==> config.mk <==
export PLATFORM = sky130hd
export DESIGN_NAME = rom_read_arbiter
export DESIGN_NICKNAME = d
export VERILOG_FILES = /design/src/rtl/rom_read_arbiter.sv
export SDC_FILE = /design/constraint.sdc
export NUM_CORES = 1
export LEC_CHECK = 0
export ABC_AREA = 1
export BUFFER_PORTS_ARGS = -buffer_cell sky130_fd_sc_hd__buf_2
export CORE_MARGIN = 2
export CORE_UTILIZATION = 40
export CTS_CLUSTER_DIAMETER = 80
export DETAILED_ROUTE_END_ITERATION = 8
export HOLD_SLACK_MARGIN = 0.05
export PLACE_DENSITY = 0.93
export SETUP_SLACK_MARGIN = 0.15
export SYNTH_ARGS = -nofsm -noshare
export SYNTH_HDL_FRONTEND = slang
export SYNTH_SLANG_ARGS = --single-unit
==> constraint.sdc <==
create_clock -name clk -period 8.1 [get_ports clk]
set_clock_uncertainty 0.2 [all_clocks]
set_input_delay 0.81 -clock clk [delete_from_list [all_inputs] [get_ports clk]]
set_output_delay 0.81 -clock clk [all_outputs]
set_load 0.02 [all_outputs]
==> src/rtl/rom_read_arbiter.sv <==
// Two-master arbiter for the boot ROM read port: one read in flight at a time.
// Define ROM_ARB_RR_EN for round-robin arbitration (default: fixed priority, m1 over m0).
module rom_read_arbiter #(
  parameter int ADDR_W = 32,
  parameter int DATA_W = 32
) (
  input  logic              clk,
  input  logic              rst_n,
  input  logic [ADDR_W-1:0] m0_araddr,
  input  logic              m0_arvalid,
  output logic              m0_arready,
  output logic [DATA_W-1:0] m0_rdata,
  output logic              m0_rvalid,
  input  logic              m0_rready,
  input  logic [ADDR_W-1:0] m1_araddr,
  input  logic              m1_arvalid,
  output logic              m1_arready,
  output logic [DATA_W-1:0] m1_rdata,
  output logic              m1_rvalid,
  input  logic              m1_rready,
  output logic [ADDR_W-1:0] s_araddr,
  output logic              s_arvalid,
  input  logic              s_arready,
  input  logic [DATA_W-1:0] s_rdata,
  input  logic              s_rvalid,
  output logic              s_rready,
  output logic [1:0]        gnt_o
);

  typedef enum logic [1:0] {IDLE, ADDR, RESP} state_t;

  state_t            state_q, state_d;
  logic [1:0]        gnt_q, gnt_d;
  logic [1:0]        win;
  logic [ADDR_W-1:0] addr_q;
  logic [1:0]        arready_c, rvalid_c;
  logic              s_arvalid_c, s_rready_c;

`ifdef ROM_ARB_RR_EN
  // last_q = 1 when m1 was granted last; a tie goes to the other master
  logic last_q;

  always_comb begin
    win = 2'b00;
    if (m0_arvalid && m1_arvalid) win = last_q ? 2'b01 : 2'b10;
    else if (m1_arvalid)          win = 2'b10;
    else if (m0_arvalid)          win = 2'b01;
  end

  always_ff @(posedge clk or negedge rst_n) begin
    if (!rst_n)                             last_q <= 1'b0;
    else if (state_q == IDLE && win != '0)  last_q <= win[1];
  end
`else
  always_comb begin
    win = 2'b00;
    if (m1_arvalid)      win = 2'b10;
    else if (m0_arvalid) win = 2'b01;
  end
`endif

  always_ff @(posedge clk or negedge rst_n) begin
    if (!rst_n) begin
      state_q <= IDLE;
      gnt_q   <= 2'b00;
    end else begin
      state_q <= state_d;
      gnt_q   <= gnt_d;
    end
  end

  // Address is pure data; it is only observed while in ADDR
  always_ff @(posedge clk) begin
    if (state_q == IDLE && win != '0) addr_q <= win[1] ? m1_araddr : m0_araddr;
  end

  always_comb begin
    state_d     = state_q;
    gnt_d       = gnt_q;
    arready_c   = 2'b00;
    rvalid_c    = 2'b00;
    s_arvalid_c = 1'b0;
    s_rready_c  = 1'b0;
    case (state_q)
      IDLE: begin
        if (win != '0) begin
          arready_c = win;
          gnt_d     = win;
          state_d   = ADDR;
        end
      end
      ADDR: begin
        s_arvalid_c = 1'b1;
        if (s_arready) state_d = RESP;
      end
      RESP: begin
        s_rready_c = gnt_q[1] ? m1_rready : m0_rready;
        rvalid_c   = gnt_q & {2{s_rvalid}};
        if (s_rvalid && s_rready_c) begin
          state_d = IDLE;
          gnt_d   = 2'b00;
        end
      end
      default: begin
        state_d = IDLE;
        gnt_d   = 2'b00;
      end
    endcase
  end

  // Outputs are forced low while reset is held, including the pass-through data
  assign m0_arready = rst_n & arready_c[0];
  assign m1_arready = rst_n & arready_c[1];
  assign m0_rvalid  = rst_n & rvalid_c[0];
  assign m1_rvalid  = rst_n & rvalid_c[1];
  assign m0_rdata   = rst_n ? s_rdata : '0;
  assign m1_rdata   = rst_n ? s_rdata : '0;
  assign s_arvalid  = rst_n & s_arvalid_c;
  assign s_araddr   = (rst_n && state_q == ADDR) ? addr_q : '0;
  assign s_rready   = rst_n & s_rready_c;
  assign gnt_o      = rst_n ? gnt_q : 2'b00;

endmodule
==> results of run 1 <==
-- synthesized netlist by cell type --
master / instances
nand2_1: 141
inv_2: 2
nor2_1: 29
edfxtp_1: 32
nor2_4: 1
inv_1: 74
o21ai_0: 1
buf_6: 3
dfrtp_1: 4
buf_2: 8
nor3_1: 2
nand3_1: 4
o22ai_1: 1
clkbuf_1: 2
buf_4: 33
nor2_2: 10
-- area by class of cell --
cell class              count  share of cell area [%]
clock buffers               6                    2.19
clock inverters             2                   0.339
inverters                  76                    8.59
multi-input cells         189                    22.9
flip-flops and latches     36                    32.0
well taps                  75                    2.83
repair buffers            207                    31.2
-- stage by stage --
stage,cell area [um2],std cells,utilization [%]
global placement,3240,583,55.0
global route,3320,591,56.4
CTS,3320,591,56.4
detailed placement,3240,583,55.0
finish,3320,591,56.4
floorplan,2430,347,-
-- critical path, cell delays in order --
cell	delay [ns]
buf_2	0.30
inv_1	0.79
nand3_1	0.20
nor2_1	0.13
buf_2	0.17
-- where the power goes --
| part | total [mW] | internal (mW) | switching (mW) |
|---|---|---|---|
| logic | 0.294 | 0.0887 | 0.205 |
| clock network | 0.121 | 0.0596 | 0.0612 |
| registers | 0.302 | 0.281 | 0.0209 |
-- routing by layer --
layer / vias to the layer above / track usage (%) / part of all wire [%]
li1: 1300 / - / -
met1: 1146 / 18.0 / 33
met2: 141 / 38.3 / 56
met3: 10 / 5.27 / 9.2
met4: 0 / 6.17 / 1.2
met5: - / 0 / 0
-- logic make-up (layout without fill, tap and decap cells) --
group	after synthesis	in the layout	share of synthesized area (%)
buffers and inverters	122	291	25.3
AND/OR/NAND/NOR	187	187	30.6
AO/OA/AOI/OAI	2	2	0.464
flip-flops	36	36	43.7
-- flip-flops by register name, summed over array words and instances (netlist names) --
| register | cells |
|---|---|
| addr_q | 32 |
| gnt_q | 2 |
| state_q | 2 |
-- worst max-delay path by stage --
stage	depth (start not counted)	start	slack, ns	to
floorplan	3	m1_arvalid	5.08	addr_q[0]
detailed placement	5	m1_arvalid	4.64	m0_arready
global placement	5	m1_arvalid	4.71	m0_arready
CTS	5	m1_arvalid	4.63	m0_arready
global route	5	m1_arvalid	4.46	m0_arready
finish	5	m1_arvalid	4.67	m0_arready
==> results.sh, run 1 <==
export IMPL_fillers=563
export IMPL_yosysSeqAreaShare_pct=43.7
export IMPL_drtAntennaViolNets=0
export IMPL_detail_route_wl_per_cell_um=11.3
export IMPL_cts_sinks=36
export IMPL_whs_path_depth=2
export IMPL_drt_pass1_iter_count=4
export IMPL_area_delta_synth_final_pct=36.7
export IMPL_ios=208
export IMPL_power_uw=717
export IMPL_fin_hold_ws_ns=0.275
export IMPL_fp_dieW_um=81.9
export IMPL_fp_coreArea_um2=5890
export IMPL_final_common_cell="buf_2"
export IMPL_placementRows=28
export IMPL_r2r_end="addr_q[0]"
export IMPL_hold_path_class="reg2reg"
export IMPL_clk_latency_ns=0.27
export IMPL_cts_root_buf="clkbuf_8"
export IMPL_gp_congestion=0.832
export IMPL_multi_input_area_um2=761
export IMPL_cp_max_fo=35
export IMPL_yosysWarnings=0
export IMPL_drc=0
export IMPL_clk_pin_slew_ns=0.06
export IMPL_cp_arrival_ns=2.42
export IMPL_cp_end_kind="primary output"
export IMPL_synthTopCellsByArea="edfxtp_1 40%, nand2_1 22%, inv_1 11%"
export IMPL_synth_top_area_cell="edfxtp_1"
export IMPL_worst_slack_ns=4.67
export IMPL_grt_use_total_pct=18.9
export IMPL_post_cts_buffers=0
export IMPL_worstMarginPinSlew_ns=0.962
export IMPL_min_period_ns=3.43
export IMPL_drive_gt1_share_pct=44.0
export IMPL_netlist_area_um2=2430
export IMPL_r2r_start="state_q[0]"
export IMPL_drv_slew=0
export IMPL_vias_per_cell=4.39
export IMPL_status="finished, final reports clean"
export IMPL_antenna_found_initial=0
export IMPL_final_setup_viol_count=0
export IMPL_worstSetupPathType="in2out"
export IMPL_crit_required_ns=7.09
export IMPL_regArea_um2=1060
export IMPL_period_share_pct=42.3
export IMPL_peakVddDrop_uv=121
export IMPL_synth_cells=347
export IMPL_port_buffers=207
export IMPL_nets=619
export IMPL_grt_first_pass_wirelength_um=9620
export IMPL_fin_tns_setup_ns=0
export IMPL_yosysUniqueCellTypes=16
export IMPL_grt_pass1_vias=2252
export IMPL_start_kind="input port"
export IMPL_whs_endpoint="gnt_q[0]"
export IMPL_p_per_area_nw_per_um2=216
export IMPL_die_h_um=81.9
export IMPL_r2r_cells=3
export IMPL_grt_max_degree=40
export IMPL_synth_top_area_share_pct=39.6
export IMPL_die_area_um2=6710
export IMPL_cts_max_level=2
export IMPL_rsz0062_at_grt="false"
export IMPL_routed_via_count=2597
export IMPL_synth_avg_cell_area_um2=7.00
export IMPL_clock_path_buffers=2
export IMPL_hold_violations=0
export IMPL_hpwl_um=5530
export IMPL_mostFrequentLayoutCells="207 x buf_2, 141 x nand2_1, 74 x inv_1, 32 x edfxtp_1, 28 x nor2_1"
export IMPL_maxCapViolCount=0
export IMPL_cts_tree="built"
export IMPL_clock_fmax_mhz=292
export IMPL_slew_limit_headroom_pct=35.8
export IMPL_initial_core_util_pct=41.3
export IMPL_leakage_nw=2.27
export IMPL_ctsHoldBuffers=0
export IMPL_drt_iter0_markers=155
export IMPL_synth_nets=451
export IMPL_ys_ff_latch=36
export IMPL_hold_start="gnt_q[0]"
export IMPL_n_antenna_cell=0
export IMPL_r2r_slack_ns=6.13
export IMPL_grt_overflow=0
export IMPL_drt_wl_total_um=6660
export IMPL_cts_buffers=5
export IMPL_place_ws_ns=4.64
export IMPL_post_cts_resized=0
(Power assumes the default switching activity.)
==> inputs of run 2 (changes only) <==
--- a/config.mk
+++ b/config.mk
@@ -8,11 +8,11 @@
 export ABC_AREA = 1
 export BUFFER_PORTS_ARGS = -buffer_cell sky130_fd_sc_hd__buf_2
 export CORE_MARGIN = 2
-export CORE_UTILIZATION = 40
+export CORE_UTILIZATION = 35
 export CTS_CLUSTER_DIAMETER = 80
 export DETAILED_ROUTE_END_ITERATION = 8
 export HOLD_SLACK_MARGIN = 0.05
-export PLACE_DENSITY = 0.93
+export PLACE_DENSITY = 0.87
 export SETUP_SLACK_MARGIN = 0.15
 export SYNTH_ARGS = -nofsm -noshare
 export SYNTH_HDL_FRONTEND = slang
==> constraint.sdc (replaced) <==
create_clock -name clk -period 2.8 [get_ports clk]
set_clock_uncertainty 0.2 [all_clocks]
set_input_delay 0.28 -clock clk [delete_from_list [all_inputs] [get_ports clk]]
set_output_delay 0.28 -clock clk [all_outputs]
set_load 0.02 [all_outputs]
==> results.sh, run 2 (synthesis gave the netlist of run 1 again) <==
export IMPL_status="finished, final reports clean"
export IMPL_port_buffers=207
export IMPL_final_common_cell="buf_2"
export IMPL_p_clk_share_pct=16.5
export IMPL_top_register="addr_q"
export IMPL_initial_core_util_pct=35.9
export IMPL_grt_max_degree=39
export IMPL_detail_route_wl_per_cell_um=11.9
export IMPL_cts_max_level=2
export IMPL_slew_limit_headroom_pct=55.9
export IMPL_p_per_area_nw_per_um2=619
export IMPL_cp_end_kind="primary output"
export IMPL_crit_required_ns=2.32
export IMPL_placementRows=30
export IMPL_final_setup_viol_count=0
export IMPL_gp_congestion=0.785
export IMPL_worstMarginPinSlew_ns=0.660
export IMPL_reg_largest_list="addr_q (32), gnt_q (2), state_q (2)"
export IMPL_mostFrequentLayoutCells="207 x buf_2, 141 x nand2_1, 74 x inv_1, 32 x edfxtp_1, 28 x nor2_1"
export IMPL_die_area_um2=7620
export IMPL_cp_startpoint="rst_n"
export IMPL_maxCapViolCount=0
export IMPL_antenna_found_initial=1
export IMPL_vias_per_cell=4.29
export IMPL_hold_path_class="in2reg"
export IMPL_endpoint="s_araddr[16]"
export IMPL_fp_coreArea_um2=6760
export IMPL_post_cts_resized=0
export IMPL_nets=626
export IMPL_clock_path_buffers=2
export IMPL_drc=0
export IMPL_start_kind="input port"
export IMPL_fp_dieW_um=87.3
export IMPL_cts_root_buf="clkbuf_8"
export IMPL_rsz0062_at_grt="false"
export IMPL_internal_power_mw=1.25
export IMPL_switching_share_pct=40.4
export IMPL_drtAntennaViolNets=0
export IMPL_period_share_pct=85.2
export IMPL_cp_arrival_ns=1.91
export IMPL_drt_wl_total_um=7180
export IMPL_grt_first_pass_wirelength_um=10600
export IMPL_switching_power_uw=846
export IMPL_grt_use_total_pct=17.9
export IMPL_clk_pin_slew_ns=0.07
export IMPL_cts_buffers=5
export IMPL_grt_pass1_vias=2314
export IMPL_clock_fmax_mhz=419
export IMPL_drt_iter0_markers=95
export IMPL_power_frac_seq_pct=41.5
export IMPL_r2r_end="addr_q[0]"
export IMPL_drive_gt1_share_pct=44.3
export IMPL_whs_path_depth=3
export IMPL_r2r_cells=4
export IMPL_fin_hold_ws_ns=0.0592
export IMPL_min_period_ns=2.39
export IMPL_worstSetupPathType="in2out"
export IMPL_comb_power_share_pct=42.0
export IMPL_clk_latency_ns=0.28
export IMPL_ios=208
export IMPL_grt_overflow=0
export IMPL_drv_slew=0
export IMPL_area_delta_synth_final_pct=39.3
export IMPL_r2r_slack_ns=0.94
export IMPL_drt_pass1_iter_count=4
export IMPL_post_cts_buffers=0
export IMPL_ctsHoldBuffers=2
export IMPL_r2r_start="state_q[0]"
export IMPL_largest_reg_flops=32
export IMPL_leakage_nw=2.31
export IMPL_hpwl_um=5790
export IMPL_peakVddDrop_uv=368
export IMPL_die_h_um=87.3
export IMPL_cts_tree="built"
export IMPL_hold_violations=0
export IMPL_cp_max_fo=32
export IMPL_routed_via_count=2586
export IMPL_cts_sinks=36
export IMPL_fin_tns_setup_ns=0
[run 2: area by class of cell]
cell class	instances	area [um2]
diodes	1	2.50
flip-flops and latches	36	1060
fillers	654	3370
repair buffers	214	1100
multi-input cells	189	761
inverters	76	285
clock buffers	6	72.6
clock inverters	1	5.00
well taps	80	100
[run 2: worst max-delay path, cell delays in order]
cell and delay [ns]:
dlygate4sd3_1 0.55, buf_2 0.14, inv_2 0.09, nor2_4 0.05, inv_2 0.48, nor2_1 0.12, buf_2 0.19
[run 2: power by group through the flow]
stage | registers, mW | clock network [mW] | logic, mW
2_1_floorplan | 0.870 | 0 | 0.618
3_3_place_gp | 0.873 | 0 | 0.864
3_5_place_dp | 0.882 | 0 | 0.887
4_1_cts | 0.872 | 0.354 | 0.891
5_1_grt | 0.887 | 0.377 | 0.983
6_report | 0.869 | 0.345 | 0.881
[run 2: how the worst min path moves through the flow]
stage / start / to
6_report: m0_araddr[20] / addr_q[20]
5_1_grt: m0_araddr[12] / addr_q[12]
4_1_cts: m0_araddr[25] / addr_q[25]
3_5_place_dp: rst_n / gnt_q[1]
3_3_place_gp: rst_n / gnt_q[1]
2_1_floorplan: rst_n / gnt_q[0]
[run 2: metrics by stage]
stage               instances  utilization, %  cell area [um2]  total power, mW  setup slack (ns)
finish                    603            50.1             3380             2.09             0.414
global route              603            50.1             3380             2.25             0.302
CTS                       601            49.9             3370             2.12             0.429
detailed placement        592            48.4             3270             1.77             0.928
global placement          592            48.4             3270             1.74             0.996
floorplan                 347               -             2430             1.49             0.212
[run 2: routing by layer]
| layer | track usage, % | routed length [um] | vias to the layer above |
|---|---|---|---|
| met2 | 34.8 | 3860 | 132 |
| met1 | 18.3 | 2680 | 1134 |
| met3 | 4.45 | 547 | 10 |
| li1 | - | - | 1310 |
| met4 | 6.29 | 95 | 0 |
| met5 | 0 | 0 | - |
